$ cat src/rtl/branch_predictor.sv
// branch_predictor: 2-bit saturating counter direction predictor with training and mispredict statistics
module branch_predictor #(
  parameter int INDEX_BITS = 6,
  parameter int PC_WIDTH   = 32,
  parameter int CNT_WIDTH  = 32
) (
  input  logic                 clk,
  input  logic                 reset,
  input  logic [PC_WIDTH-1:0]  fetch_pc,
  output logic                 predict_taken,
  input  logic                 resolve_valid,
  input  logic [PC_WIDTH-1:0]  resolve_pc,
  input  logic                 resolve_taken,
  input  logic                 resolve_predicted,
  output logic                 mispredict,
  output logic [CNT_WIDTH-1:0] branch_count,
  output logic [CNT_WIDTH-1:0] mispredict_count
);
  localparam int ENTRIES = 1 << INDEX_BITS;
  logic [1:0] tbl [ENTRIES];
  logic [INDEX_BITS-1:0] fetch_idx, resolve_idx;
  logic [1:0] cur, nxt;
  assign fetch_idx   = fetch_pc[INDEX_BITS+1:2];
  assign resolve_idx = resolve_pc[INDEX_BITS+1:2];
  // lookup reads the stored entry, so a same-cycle update shows only after the edge
  always_comb begin
    cur           = tbl[resolve_idx];
    nxt           = resolve_taken ? ((cur == 2'd3) ? cur : cur + 2'd1) : ((cur == 2'd0) ? cur : cur - 2'd1);
    predict_taken = tbl[fetch_idx][1];
    mispredict    = resolve_valid & (resolve_taken ^ resolve_predicted);
  end
  // table training and saturating statistics; reset wins over any resolve
  always_ff @(posedge clk) begin
    if (reset) begin
      for (int i = 0; i < ENTRIES; i++) tbl[i] <= 2'd1;
      branch_count     <= '0;
      mispredict_count <= '0;
    end else if (resolve_valid) begin
      tbl[resolve_idx] <= nxt;
      branch_count     <= &branch_count ? branch_count : branch_count + CNT_WIDTH'(1);
      if (mispredict) mispredict_count <= &mispredict_count ? mispredict_count : mispredict_count + CNT_WIDTH'(1);
    end
  end
endmodule

$ cat config.mk
export PLATFORM = sky130hd
export DESIGN_NAME = branch_predictor
export DESIGN_NICKNAME = d
export VERILOG_FILES = /design/src/rtl/branch_predictor.sv
export SDC_FILE = /design/constraint.sdc
export NUM_CORES = 1
export LEC_CHECK = 0
export ABC_AREA = 1
export ABC_CLOCK_PERIOD_IN_PS = 6090
export CAP_MARGIN = 5
export CORE_ASPECT_RATIO = 0.5
export CORE_MARGIN = 2
export CORE_UTILIZATION = 50
export CTS_CLUSTER_DIAMETER = 100
export CTS_CLUSTER_SIZE = 25
export DETAILED_ROUTE_END_ITERATION = 16
export PLACE_DENSITY = 0.73
export SYNTH_ARGS = -nofsm -noshare
export SYNTH_HDL_FRONTEND = slang
export SYNTH_SLANG_ARGS = --single-unit
$ cat constraint.sdc
create_clock -name clk -period 6.09 [get_ports clk]
set_input_delay 1.218 -clock clk [delete_from_list [all_inputs] [get_ports clk]]
set_output_delay 1.218 -clock clk [all_outputs]
set_load 0.01 [all_outputs]
# Word-level counts from Yosys, hierarchy flattened
# Memories as Yosys holds them, arrays and structs flattened.
# Cells that the tools add are included.
# totals
reg_bits,64
ram_bits,128
input_bits,69
out_inout_bits,66
n_memories,1
# op_classes
add_sub_neg,4
eq_ne,1
mux,11
n_bitwise,4
reduce_logical,6
# memory_table
name,words,width,read_ports,rd_clocked_by_memory_dff,wr,line,text
tbl,64,2,2,0,64,20,logic [1:0] tbl [ENTRIES];
# ops
operator,count
32-bit by 1-bit adder with 32-bit output (second input constant),2
32-bit AND reduction,2
2-bit 2-to-1 mux,4
1-bit 2-to-1 mux,6
6-bit 2-to-1 mux,1
3-bit AND reduction,1
2-bit by 1-bit adder with 2-bit output (second input constant),1
2-bit == test (second input constant),1
2-bit logical NOT,1
1-bit inverter,2
2-bit AND reduction,1
2-bit OR reduction,1
2-bit by 1-bit subtractor with 2-bit output (second input constant),1
1-bit bitwise AND,1
1-bit XOR,1

# Longest topological paths before layout
# Gate-level depths: netlist of run 1.
# logic_depth
depth_word,5
mapped_depth,17
mapped_depth_nobuf,15

# Least setup slack after synthesis of run 1
# Ideal clock, no wire load.
# synth_timing
kind,in2out
startpoint,in fetch_pc[4]
endpoint,out predict_taken
arrival_time_ps,2184
required_time_ps,4872
path_slack_ps,2688
path_stages,7
path_buffers,2
cell_sequence,clkbuf_1 clkbuf_1 o221ai_1 o211ai_1 nand3_1 nand3b_1 nand2_1
# synth_via
elab_chain_cells,1
# synth_rtl
element,line,text
from (decl),9,"input logic [PC_WIDTH-1:0] fetch_pc,"
memory 64 x 2 bit,n/a,
to (decl),10,"output logic predict_taken,"
# No other way between the ends.

# Worst setup path after layout of run 1
# layout_timing
startpoint,in fetch_pc[2]
endpoint,out predict_taken
# Same word-level chain as after synthesis.

==> results.json, run 1 <==
{
  "status": "finished clean",
  "io_buffers": 82,
  "grt_use_total_pct": 26.8,
  "cp_cell_sequence": "clkdlybuf4s50_1 -> inv_1 -> o21ai_0 -> o221ai_1 -> o211ai_1 -> nand3_1 -> nand3b_1 -> nand2_1 -> clkdlybuf4s50_1",
  "holdBufCountCts": 0,
  "clockBufferDepth": 2,
  "finalHoldViolCount": 0,
  "tightest_slew_ns": 1.04,
  "rsz0062_at_grt": "false",
  "wl_per_cell_um": 16.2,
  "grt_pass1_vias": 10500,
  "vias_per_cell": 5.55,
  "antenna_cells": 0,
  "grt_first_pass_wirelength_um": 51400,
  "yosysWarnings": 0,
  "ir_drop_uv": 204,
  "ys.flop_type": "edfxtp_1",
  "placed_cell_area_mm2": 0.0122,
  "synth_nets": 1688,
  "synth_top_area_share_pct": 33.9,
  "crit_type": "input pin to primary output",
  "worst_path_max_delay_cell": "inv_1",
  "post_synth.cell_area_avg_um2": 7.00,
  "cp.arrival_ns": 3.83,
  "fp.dieArea_mm2": 0.0239,
  "cp.required_ns": 4.87,
  "cts_resized": 0,
  "fmax_mhz": 198,
  "final-max-slew-violation-count": 0,
  "synthArstFlopShare_pct": 0,
  "cpMostUsedCell": "clkdlybuf4s50_1",
  "coreArea_mm2": 0.0220,
  "num_vias": 10900,
  "dieHeight_um": 110,
  "syn-cell-area_mm2": 0.0113,
  "design_area_mm2": 0.0128,
  "cts_made_buffers": 17,
  "synthDistinctLibCells": 36,
  "setup_viol": 0,
  "htree_levels": 4,
  "synth_most_common_cell": "nand2_1",
  "period_share_pct": 82.9,
  "fp.dieW_um": 217,
  "layout-drive-gt1-share_pct": 3.48,
  "synth-seq-cells": 192,
  "clockRootBuffer": "clkbuf_16",
  "fin_tns_setup_ns": 0,
  "place.gp.congestion": 0.894,
  "fill_cells": 2039,
  "drt_pre_antenna_iters": 6,
  "cpPeakStageDelay_ns": 0.70,
  "fin_crit_ns": 5.05,
  "yosysSeqAreaShare_pct": 45.3,
  "cts_tree": "yes",
  "power-per-cell-area_mw_per_mm2": 227,
  "p_leak_uw": 0.00480,
  "hold_slack_ns": 0.497,
  "synth_enable_flop_cells": 128,
  "io_pins": 135,
  "antenna_found_initial": 0,
  "grt_max_degree": 74,
  "grt.overflow.total": 0,
  "max-cap-violations": 0,
  "min_path_type": "flop to flop",
  "endpoint_kind": "primary output",
  "finClkSkew_ns": 0.0118,
  "drt_iter0_drc": 991,
  "yosys-top-cells-area": "edfxtp_1 34%, nand2_1 18%, dfxtp_1 11%",
  "synth_common_cells": "538 x nand2_1, 256 x nor2_1, 182 x inv_1",
  "fin_nets": 1727,
  "synth_top_area_cell": "edfxtp_1",
  "post_cts_buffers": 0,
  "clock-sinks": 192,
  "start_util_pct": 51.5,
  "postSynthCellCount": 1617,
  "ant_nets": 0,
  "syn2layout_area_growth_pct": 12.9,
  "drc": 0,
  "slew_headroom_pct": 30.8,
  "clk_latency_ns": 0.44,
  "std_cell_rows": 38,
  "path_clk_slew_ns": 0.07,
  "critPathMaxFanout": 24,
  "wl_um": 31900,
  "dp_hpwl_um": 20700,
  "cp-start-kind": "input pin",
  "finish.utilization_pct": 58.2
}
[critical path, delay by kind of cell]
family	cells	cell delay, ns
AOI/OAI and AO/OA	3	0.65
buffers and inverters	3	1.66
and+or+nand+nor	3	0.28
[kinds of logic (layout without fill, tap and decap cells)]
group                    count (synthesis)  after routing  synth area share (%)
AND/OR/NAND/NOR                       1005           1005                  36.3
AO/OA/AOI/OAI                          135            135                  6.46
adder cells (fa/ha/maj)                  2              2                 0.221
XOR/XNOR                                23             23                  1.78
buffers and inverters                  260            312                  9.98
flip-flops                             192            192                  45.3
[registers in the layout (all words and copies together), names as in the netlist]
signal and count:
branch_count 32, tbl 128, mispredict_count 32
[layout make-up]
type                    count  area, µm²  area share (%)
clock buffers              17        425            3.33
clock inverters            15        169            1.32
inverters                 185        694            5.43
multi-input cells        1165       5070            39.7
flip-flops and latches    192       5120            40.1
well taps                 300        375            2.94
repair buffers             95        926            7.24
[placed cells by master, fill, tap and decap left out, drive strengths merged, types with 3 or more instances in the layout]
| cell type | n |
|---|---|
| xor2 | 13 |
| clkinvlp | 3 |
| o21ai | 58 |
| nand4 | 15 |
| nand3b | 3 |
| inv | 186 |
| a21oi | 54 |
| nor3 | 42 |
| o221ai | 4 |
| dfxtp | 64 |
| clkinv | 8 |
| or2 | 5 |
| o22ai | 4 |
| nand2 | 540 |
| nor3b | 6 |
| edfxtp | 128 |
| and3 | 3 |
| bufinv | 3 |
| buf | 14 |
| nand3 | 130 |
| nor2 | 259 |
| clkbuf | 17 |
| xnor2 | 10 |
| o211ai | 13 |
| clkdlybuf4s50 | 81 |
[path summary, 6_finish.rpt]
check	slack, ns	cells after the start	from	to
worst max-delay path	1.04	9	fetch_pc[2]	predict_taken
worst min-delay path	0.50	2	branch_count[9]	branch_count[9]
worst max register to register	3.15	11	branch_count[1]	branch_count[22]
worst min register to register	0.50	2	branch_count[9]	branch_count[9]
[through the flow]
step | setup slack, ns | std cells | power (µW)
after global placement | 1.17 | 1937 | 1760
final | 1.04 | 1969 | 2900
after CTS | 1.12 | 1969 | 2910
after detailed placement | 1.14 | 1937 | 1760
after floorplan | 2.69 | 1617 | 1680
after global routing | 0.970 | 1969 | 2990
[report_power, final]
group          total (µW)  switching (µW)  internal [µW]  leakage [µW]
sequential           1420            12.8           1410       0.00166
clock                1160             512            644      0.000285
combinational         323             241           82.2       0.00285
[layer usage]
layer  vias to the layer above  track usage [%]  share of wire, %
met1                      5123             34.8                42
met2                       510             44.0                46
met3                        59             6.31               9.9
li1                       5235                -                 -
met5                         -                0                 0
met4                         0             9.36               2.1
(Power assumes the default switching activity.)
==> run 2, diff against run 1 <==
--- a/config.mk
+++ b/config.mk
@@ -6,7 +6,7 @@
 export NUM_CORES = 1
 export LEC_CHECK = 0
 export ABC_AREA = 1
-export ABC_CLOCK_PERIOD_IN_PS = 6090
+export ABC_CLOCK_PERIOD_IN_PS = 4400
 export CAP_MARGIN = 5
 export CORE_ASPECT_RATIO = 0.5
 export CORE_MARGIN = 2
@@ -14,7 +14,7 @@
 export CTS_CLUSTER_DIAMETER = 100
 export CTS_CLUSTER_SIZE = 25
 export DETAILED_ROUTE_END_ITERATION = 16
-export PLACE_DENSITY = 0.73
+export PLACE_DENSITY = 0.76
 export SYNTH_ARGS = -nofsm -noshare
 export SYNTH_HDL_FRONTEND = slang
 export SYNTH_SLANG_ARGS = --single-unit
==> constraint.sdc (replaced) <==
create_clock -name clk -period 4.4 [get_ports clk]
set_input_delay 0.88 -clock clk [delete_from_list [all_inputs] [get_ports clk]]
set_output_delay 0.88 -clock clk [all_outputs]
set_load 0.01 [all_outputs]
==> results.json, run 2 (synthesized netlist as in run 1, its figures left out) <==
{
  "std_cell_rows": 38,
  "crit_type": "input pin to primary output",
  "fp.dieW_um": 217,
  "cts_tree": "yes",
  "critPathMaxFanout": 20,
  "grt_max_degree": 77,
  "setup_viol": 0,
  "rsz0062_at_grt": "false",
  "num_vias": 11000,
  "tightest_slew_ns": 1.14,
  "period_share_pct": 89.4,
  "final-max-slew-violation-count": 0,
  "largest_register_ffs": 128,
  "worst_path_max_delay_cell": "clkdlybuf4s50_1",
  "drc": 0,
  "layout-drive-gt1-share_pct": 3.87,
  "final_common_cell": "nand2_1",
  "ant_nets": 0,
  "io_pins": 135,
  "cp.arrival_ns": 3.05,
  "cts_made_buffers": 17,
  "largest-register": "tbl",
  "grt_use_total_pct": 27.0,
  "path_clk_slew_ns": 0.07,
  "io_buffers": 82,
  "cp_top_family": "buffers and inverters",
  "post_cts_buffers": 0,
  "drt_pre_antenna_iters": 5,
  "cpPeakStageDelay_ns": 0.53,
  "p_total_uw": 3990,
  "fin_tns_setup_ns": 0,
  "antenna_found_initial": 0,
  "drt_iter0_drc": 1087,
  "biggestRegsByFlops": "tbl: 128 flops, branch_count: 32 flops, mispredict_count: 32 flops",
  "endpoint_kind": "primary output",
  "fp.dieArea_mm2": 0.0239,
  "max-cap-violations": 0,
  "place.gp.congestion": 0.920,
  "finish.utilization_pct": 58.7,
  "min_path_type": "flop to flop",
  "fin_nets": 1736,
  "fmax_mhz": 254,
  "finClkSkew_ns": 0.00882,
  "cp-start-kind": "input pin",
  "power-per-cell-area_mw_per_mm2": 310,
  "cts_resized": 0,
  "syn2layout_area_growth_pct": 13.8,
  "grt.overflow.total": 0,
  "slew_headroom_pct": 23.8,
  "final_cell_mix": "537 x nand2_1, 256 x nor2_1, 181 x inv_1, 129 x nand3_1, 128 x edfxtp_1",
  "clk_latency_ns": 0.45,
  "clockBufferDepth": 2,
  "start_util_pct": 51.5,
  "cp.required_ns": 3.52,
  "cp_cell_sequence": "clkdlybuf4s50_1 -> buf_4 -> a21oi_1 -> o21ai_0 -> o21ai_0 -> o211ai_1 -> nand3_1 -> nand3b_1 -> nand2_1 -> clkdlybuf4s50_1",
  "dp_hpwl_um": 21100,
  "wl_um": 32100,
  "critical_path_buf_inv_count": 3,
  "grt_first_pass_wirelength_um": 51700,
  "ir_drop_uv": 271,
  "htree_levels": 4,
  "hold_slack_ns": 0.487,
  "p_leak_uw": 0.00487,
  "holdBufCountCts": 0,
  "antenna_cells": 0,
  "vias_per_cell": 5.54,
  "status": "finished clean",
  "coreArea_mm2": 0.0220,
  "fin_crit_ns": 3.93,
  "wl_per_cell_um": 16.2,
  "clockRootBuffer": "clkbuf_16",
  "finalHoldViolCount": 0,
  "grt_pass1_vias": 10500,
  "dieHeight_um": 110,
  "clock-sinks": 192
}
run 2: changes by cell type in the layout (fill, tap and decap cells not counted):
cell and change:
inv_6 +1, buf_12 +4, clkinv_2 -2, inv_8 -1
inv_4 +3, clkbuf_16 +1, buf_4 +5, clkinvlp_4 -3
clkinv_4 -2, clkbuf_1 +2, clkbuf_8 +3, bufinv_16 -2
run 2: where the power goes:
group,total (µW),switching [µW],internal (µW)
Combinational,466,337,129
Sequential,1970,18.3,1950
Clock,1560,698,857
Total,3990,1050,2930
run 2: through the flow:
| stage | worst slack [ns] | cell area, µm² | std cells |
|---|---|---|---|
| 3_3_place_gp | 0.503 | 12300 | 1946 |
| 6_report | 0.466 | 12900 | 1978 |
| 3_5_place_dp | 0.539 | 12300 | 1946 |
| 5_1_grt | 0.378 | 12900 | 1978 |
| 2_1_floorplan | 1.67 | 11300 | 1617 |
| 4_1_cts | 0.537 | 12900 | 1978 |
run 2: worst paths after layout:
path,cells after the start,slack (ns),from,end
worst min-delay path,2,0.49,branch_count[20],branch_count[20]
worst min register to register,2,0.49,branch_count[20],branch_count[20]
worst max register to register,10,1.98,mispredict_count[0],mispredict_count[22]
worst max-delay path,10,0.47,fetch_pc[2],predict_taken
run 2: metal layers:
metal  vias to the layer above  global-route usage (%)  part of all wire, %
li1                       5248                       -                    -
met3                        89                    5.48                  9.7
met2                       553                    43.3                   46
met1                      5068                    36.1                   41
met4                         0                    9.91                  2.6
met5                         -                       0                    0
run 2: final cells by class:
type | instances | area, µm²
fillers | 1982 | 9080
flip-flops and latches | 192 | 5120
multi-input cells | 1165 | 5070
repair buffers | 104 | 1040
inverters | 185 | 694
clock buffers | 23 | 499
well taps | 300 | 375
clock inverters | 9 | 75.1
run 2: worst min-delay path, delay by kind of cell (launching register included):
kind | cells | cell delay [ns]
flip-flops | 1 | 0.34
buffers and inverters | 1 | 0.06
AO/OA/AOI/OAI | 1 | 0.05
==> run 3, diff against run 2 <==
--- a/config.mk
+++ b/config.mk
@@ -9,12 +9,12 @@
 export ABC_CLOCK_PERIOD_IN_PS = 4400
 export CAP_MARGIN = 5
 export CORE_ASPECT_RATIO = 0.5
-export CORE_MARGIN = 2
 export CORE_UTILIZATION = 50
 export CTS_CLUSTER_DIAMETER = 100
 export CTS_CLUSTER_SIZE = 25
 export DETAILED_ROUTE_END_ITERATION = 16
 export PLACE_DENSITY = 0.76
+export SLEW_MARGIN = 20
 export SYNTH_ARGS = -nofsm -noshare
 export SYNTH_HDL_FRONTEND = slang
 export SYNTH_SLANG_ARGS = --single-unit
==> results.json, run 3 (synthesized netlist as in run 1, its figures left out) <==
{
  "status": "finished clean",
  "antenna_found_initial": 0,
  "finClkSkew_ns": 0.0136,
  "fp.dieW_um": 215,
  "dp_hpwl_um": 21100,
  "htree_levels": 4,
  "placed_cell_area_mm2": 0.0123,
  "fp.dieArea_mm2": 0.0233,
  "max-cap-violations": 0,
  "drt_iter0_drc": 1023,
  "cp_cell_sequence": "clkdlybuf4s50_1 -> buf_4 -> o21ai_0 -> o211ai_1 -> o211ai_1 -> nand3_1 -> nand3_1 -> nand2_1 -> clkdlybuf4s50_1",
  "endpoint_kind": "primary output",
  "instances_no_fill": 1981,
  "place.gp.congestion": 0.905,
  "rsz0062_at_grt": "false",
  "grt_use_total_pct": 28.0,
  "critPathMaxFanout": 15,
  "power-per-cell-area_mw_per_mm2": 313,
  "holdBufCountCts": 0,
  "fin_nets": 1739,
  "combPwrFrac_pct": 11.5,
  "ant_nets": 0,
  "switching_share_pct": 27.5,
  "cts_resized": 0,
  "dieHeight_um": 108,
  "antenna_cells": 0,
  "clk_latency_ns": 0.45,
  "slew_headroom_pct": 25.3,
  "cpPeakStageDelay_ns": 0.81,
  "final_common_cell": "nand2_1",
  "clockBufferDepth": 2,
  "clock-sinks": 192,
  "cp.required_ns": 3.52,
  "setup_viol": 0,
  "finish.utilization_pct": 58.9,
  "drt_pre_antenna_iters": 5,
  "ir_drop_uv": 278,
  "vias_per_cell": 5.58,
  "largest-register": "tbl",
  "tightest_slew_ns": 1.12,
  "placed_cells": 1949,
  "final-max-slew-violation-count": 0,
  "io_buffers": 82,
  "cp.arrival_ns": 3.35,
  "cp_top_family": "buffers and inverters",
  "crit_type": "input pin to primary output",
  "design_area_mm2": 0.0129,
  "io_pins": 135,
  "fin_crit_ns": 4.23,
  "grt_pass1_vias": 10500,
  "fill_cells": 1960,
  "drc": 0,
  "layout-drive-gt1-share_pct": 4.28,
  "power_frac_seq_pct": 48.6,
  "p_leak_uw": 0.00488,
  "largest_register_ffs": 128,
  "fin_tns_setup_ns": 0,
  "start_util_pct": 51.7,
  "finalHoldViolCount": 0,
  "cp-start-kind": "input pin",
  "syn2layout_area_growth_pct": 14.1,
  "path_clk_slew_ns": 0.07,
  "worst_path_max_delay_cell": "clkdlybuf4s50_1",
  "wl_um": 32100,
  "fmax_mhz": 237,
  "wl_per_cell_um": 16.2,
  "std_cell_rows": 38,
  "coreArea_mm2": 0.0219,
  "cts_made_buffers": 17,
  "post_cts_buffers": 0,
  "period_share_pct": 96.0,
  "p_int_uw": 2940,
  "p_switching_uw": 1110,
  "cts_tree": "yes",
  "grt_max_degree": 77,
  "biggestRegsByFlops": "tbl: 128 flops, branch_count: 32 flops, mispredict_count: 32 flops",
  "clockRootBuffer": "clkbuf_16",
  "num_vias": 11100,
  "grt.overflow.total": 0,
  "power.share.clock_pct": 39.9,
  "min_path_type": "flop to flop",
  "grt_first_pass_wirelength_um": 51800,
  "critical_path_buf_inv_count": 3,
  "final_cell_mix": "537 x nand2_1, 256 x nor2_1, 181 x inv_1, 129 x nand3_1, 128 x edfxtp_1"
}
## run 3: metal layers
metal / vias up / part of all wire [%] / routed length [µm] / GRT usage (%)
li1: 5267 / - / - / -
met1: 5184 / 42 / 13600 / 36.7
met2: 547 / 47 / 15000 / 47.2
met3: 64 / 8.9 / 2870 / 5.54
met4: 0 / 1.9 / 595 / 8.78
met5: - / 0 / 0 / 0
## run 3: metrics by stage
stage,worst slack (ns),hold WS [ns],power [µW]
5_1_grt,0.105,0.514,4160
2_1_floorplan,1.67,0.488,2320
3_3_place_gp,0.302,0.472,2450
4_1_cts,0.246,0.490,4040
6_report,0.174,0.497,4050
3_5_place_dp,0.266,0.479,2460
## run 3: final timing paths
path | from | end | slack (ns) | cells past startpoint
min | branch_count[9] | branch_count[9] | 0.50 | 2
max reg2reg | mispredict_count[0] | mispredict_count[22] | 1.98 | 10
max | fetch_pc[3] | predict_taken | 0.17 | 9
min reg2reg | branch_count[9] | branch_count[9] | 0.50 | 2
## run 3: power groups by stage
stage                     registers [µW]  logic, µW  clock network (µW)
after global placement              2010        445                   0
after floorplan                     2000        324                   0
after CTS                           1970        458                1620
after detailed placement            2010        456                   0
after global routing                1970        508                1690
final                               1970        466                1610
## run 3: worst reg2reg max path: cells and delay by family, from the launching register on
family	cells	cell delay, ns
and+or+nand+nor	9	1.62
DFF	1	0.46
adders and majority gates	1	0.24
## run 3: layout make-up
type                    instances  area, µm²  share of cell area, %
clock buffers                  17        425                   3.29
clock inverters                15        173                   1.34
inverters                     185        694                   5.38
multi-input cells            1165       5070                   39.3
flip-flops and latches        192       5120                   39.7
well taps                     300        375                   2.91
repair buffers                107       1050                   8.16
==> edit: new RTL, settings of run 1 <==
Change the parameter `INDEX_BITS` from 6 to 7.
--- a/src/rtl/branch_predictor.sv
+++ b/src/rtl/branch_predictor.sv
@@ -1,6 +1,6 @@
 // branch_predictor: 2-bit saturating counter direction predictor with training and mispredict statistics
 module branch_predictor #(
-  parameter int INDEX_BITS = 6,
+  parameter int INDEX_BITS = 7,
   parameter int PC_WIDTH   = 32,
   parameter int CNT_WIDTH  = 32
 ) (
Check against the original RTL: not settled (the Yosys comparison gave no result); the edit may change what the design does.
==> edit against run 1 <==
  * Synthesized area grew 62%
  * Critical path depth rose by 5
  * Combinational power up 92%
  * Global-route usage decreased by 0.074 points
  * Sequential cell count grew 128
  * Non-clock buffer count grew 19
  * Total power is 46% higher
  * Cell count rose by 52%
  * Setup slack improved by 0.093 ns
  * Sequential power grew 69%
  * Routed wire length grew 62%
  * Final area increased by 55%
==> edit: results (changes against run 1) <==
Pwr
The combinational logic power is 619 uW (was 323 uW). The worst ir drop on vdd was 0.147 mV (was 0.204 mV). The clock distribution power came to 1.22 mW (was 1.16 mW).

The power per cell area was 214 nW/um2 (was 227 nW/um2). The switching fraction of total power is 0.279 (was 0.264).

Drt
The routed metal-1 wirelength is 20.7 mm (was 13.3 mm). The average detailed-routed wire length per instance came to 17.2 um (was 16.2 um). The total met2 wirelength after detailed routing is 23.7 mm (was 14.8 mm). The number of DRC markers after the initial detailed-route iteration was 1669 (was 991). The total met3 wirelength after detailed routing is 5.57 mm (was 3.17 mm). The mean number of vias per cell is 5.54 (was 5.55).

Status
Outcome: finished, final reports clean (unchanged).

Synth
The arithmetic-cell share of the synthesized area counting full adders, half adders and majority gates is 0.00136 (was 0.00221). The post-synthesis share of cell area spent on xor and xnor gates is 0.00334 (was 0.0178). The sequential element share of the synthesized area was 0.489 (was 0.453).

The share of the synthesized area in compound gates (AO/OA/AOI/OAI) is 0.0897 (was 0.0646). The count of flip-flops with a built-in enable after synthesis came to 256 (was 128). Commonest cells in the synthesized netlist: nand2_1, nor2_1, inv_1, edfxtp_1, nand3_1 (was nand2_1, nor2_1, inv_1, nand3_1, edfxtp_1).

Global routing
The via count of the first global-routing pass was 15700 (was 10500). The routing usage on met3 came to 0.0530 (was 0.0631). The global-route wire length before repair was 80.9 mm (was 51.4 mm).

The met1 track demand over resource in global routing is 0.356 (was 0.348). The total global routing track utilization came to 0.267 (was 0.268).

Timing
The transition time at the pin with the least slew margin is 1.10 ns (was 1.04 ns).

Setup path
The worst reg-to-reg setup slack is 3.21 ns (was 3.15 ns). The worst path arrival time was 3.74 ns (was 3.83 ns). The delay of the slowest cell on the worst path is 0.66 ns (was 0.70 ns). The worst reg-to-reg path cell count is 12 (was 11). The capturing point of the worst reg2reg path was mispredict_count[26]$_SDFFE_PP0P_ (was branch_count[22]$_SDFFE_PP0P_). The startpoint of the worst-slack reg-to-reg timing path was mispredict_count[0]$_SDFFE_PP0P_ (was branch_count[1]$_SDFFE_PP0P_). The critical-path maximum fanout came to 19 (was 24).

Clock tree
The maximum buffer depth of the clock tree was 3 (was 2). The CTS clock-pin slew for the worst setup and hold paths was 0.09 ns (was 0.07 ns). The later-pin clock latency in the skew report is 0.54 ns (was 0.44 ns). The TritonCTS buffer count is 16 (was 17).

Final layout
The fraction of layout instances using a drive strength above 1 is 0.0252 (was 0.0348). The final net count was 2568 (was 1727). The final-layout fill cell count is 3364 (was 2039).

Placement
The placer's final routability congestion estimate was 0.869 (was 0.894). The number of buffers added on ports came to 84 (was 82). The detailed-placement wirelength estimate is 31.0 mm (was 20.7 mm).
[edit: cell types whose count changed after synthesis, sizes merged, moves of 101 or more]
cell	change
nand2	+166
inv	+148
edfxtp	+128
o21ai	+101
nor2	+139
[edit: layout make-up]
cell class	count	area, um2	share of cell area
clock inverters	1	6.26	0.000316
multi-input cells	1711	7370	0.372
inverters	334	1260	0.0635
flip-flops and latches	320	8970	0.453
well taps	484	606	0.0306
clock buffers	22	444	0.0224
repair buffers	114	1150	0.0580
[edit: logic make-up (layout without fill, tap and decap cells)]
logic type | count (synthesis) | count (layout)
flip-flops | 320 | 320
buffers and inverters | 479 | 471
adder cells (fa/ha/maj) | 2 | 2
XOR/XNOR | 7 | 7
AND/OR/NAND/NOR | 1386 | 1386
AO/OA/AOI/OAI | 316 | 316
[edit: worst min path at each step]
stage | from | end | slack (ns) | cells after the start
detailed placement | branch_count[25]$_SDFFE_PP0P_ | branch_count[25]$_SDFFE_PP0P_ | 0.48 | 2
finish | mispredict_count[25]$_SDFFE_PP0P_ | mispredict_count[25]$_SDFFE_PP0P_ | 0.49 | 1
CTS | branch_count[25]$_SDFFE_PP0P_ | branch_count[25]$_SDFFE_PP0P_ | 0.50 | 2
floorplan | mispredict_count[25]$_SDFFE_PP0P_ | mispredict_count[25]$_SDFFE_PP0P_ | 0.48 | 1
global placement | mispredict_count[25]$_SDFFE_PP0P_ | mispredict_count[25]$_SDFFE_PP0P_ | 0.46 | 1
global route | branch_count[4]$_SDFFE_PP0P_ | branch_count[4]$_SDFFE_PP0P_ | 0.53 | 2
[edit: stage by stage]
stage,instance area [um2],worst slack (ns),cells
after global placement,19400,1.16,2963
after detailed placement,19400,1.17,2963
after CTS,19800,1.16,2986
after floorplan,18300,2.15,2510
after global routing,19800,1.01,2986
final,19800,1.14,2986
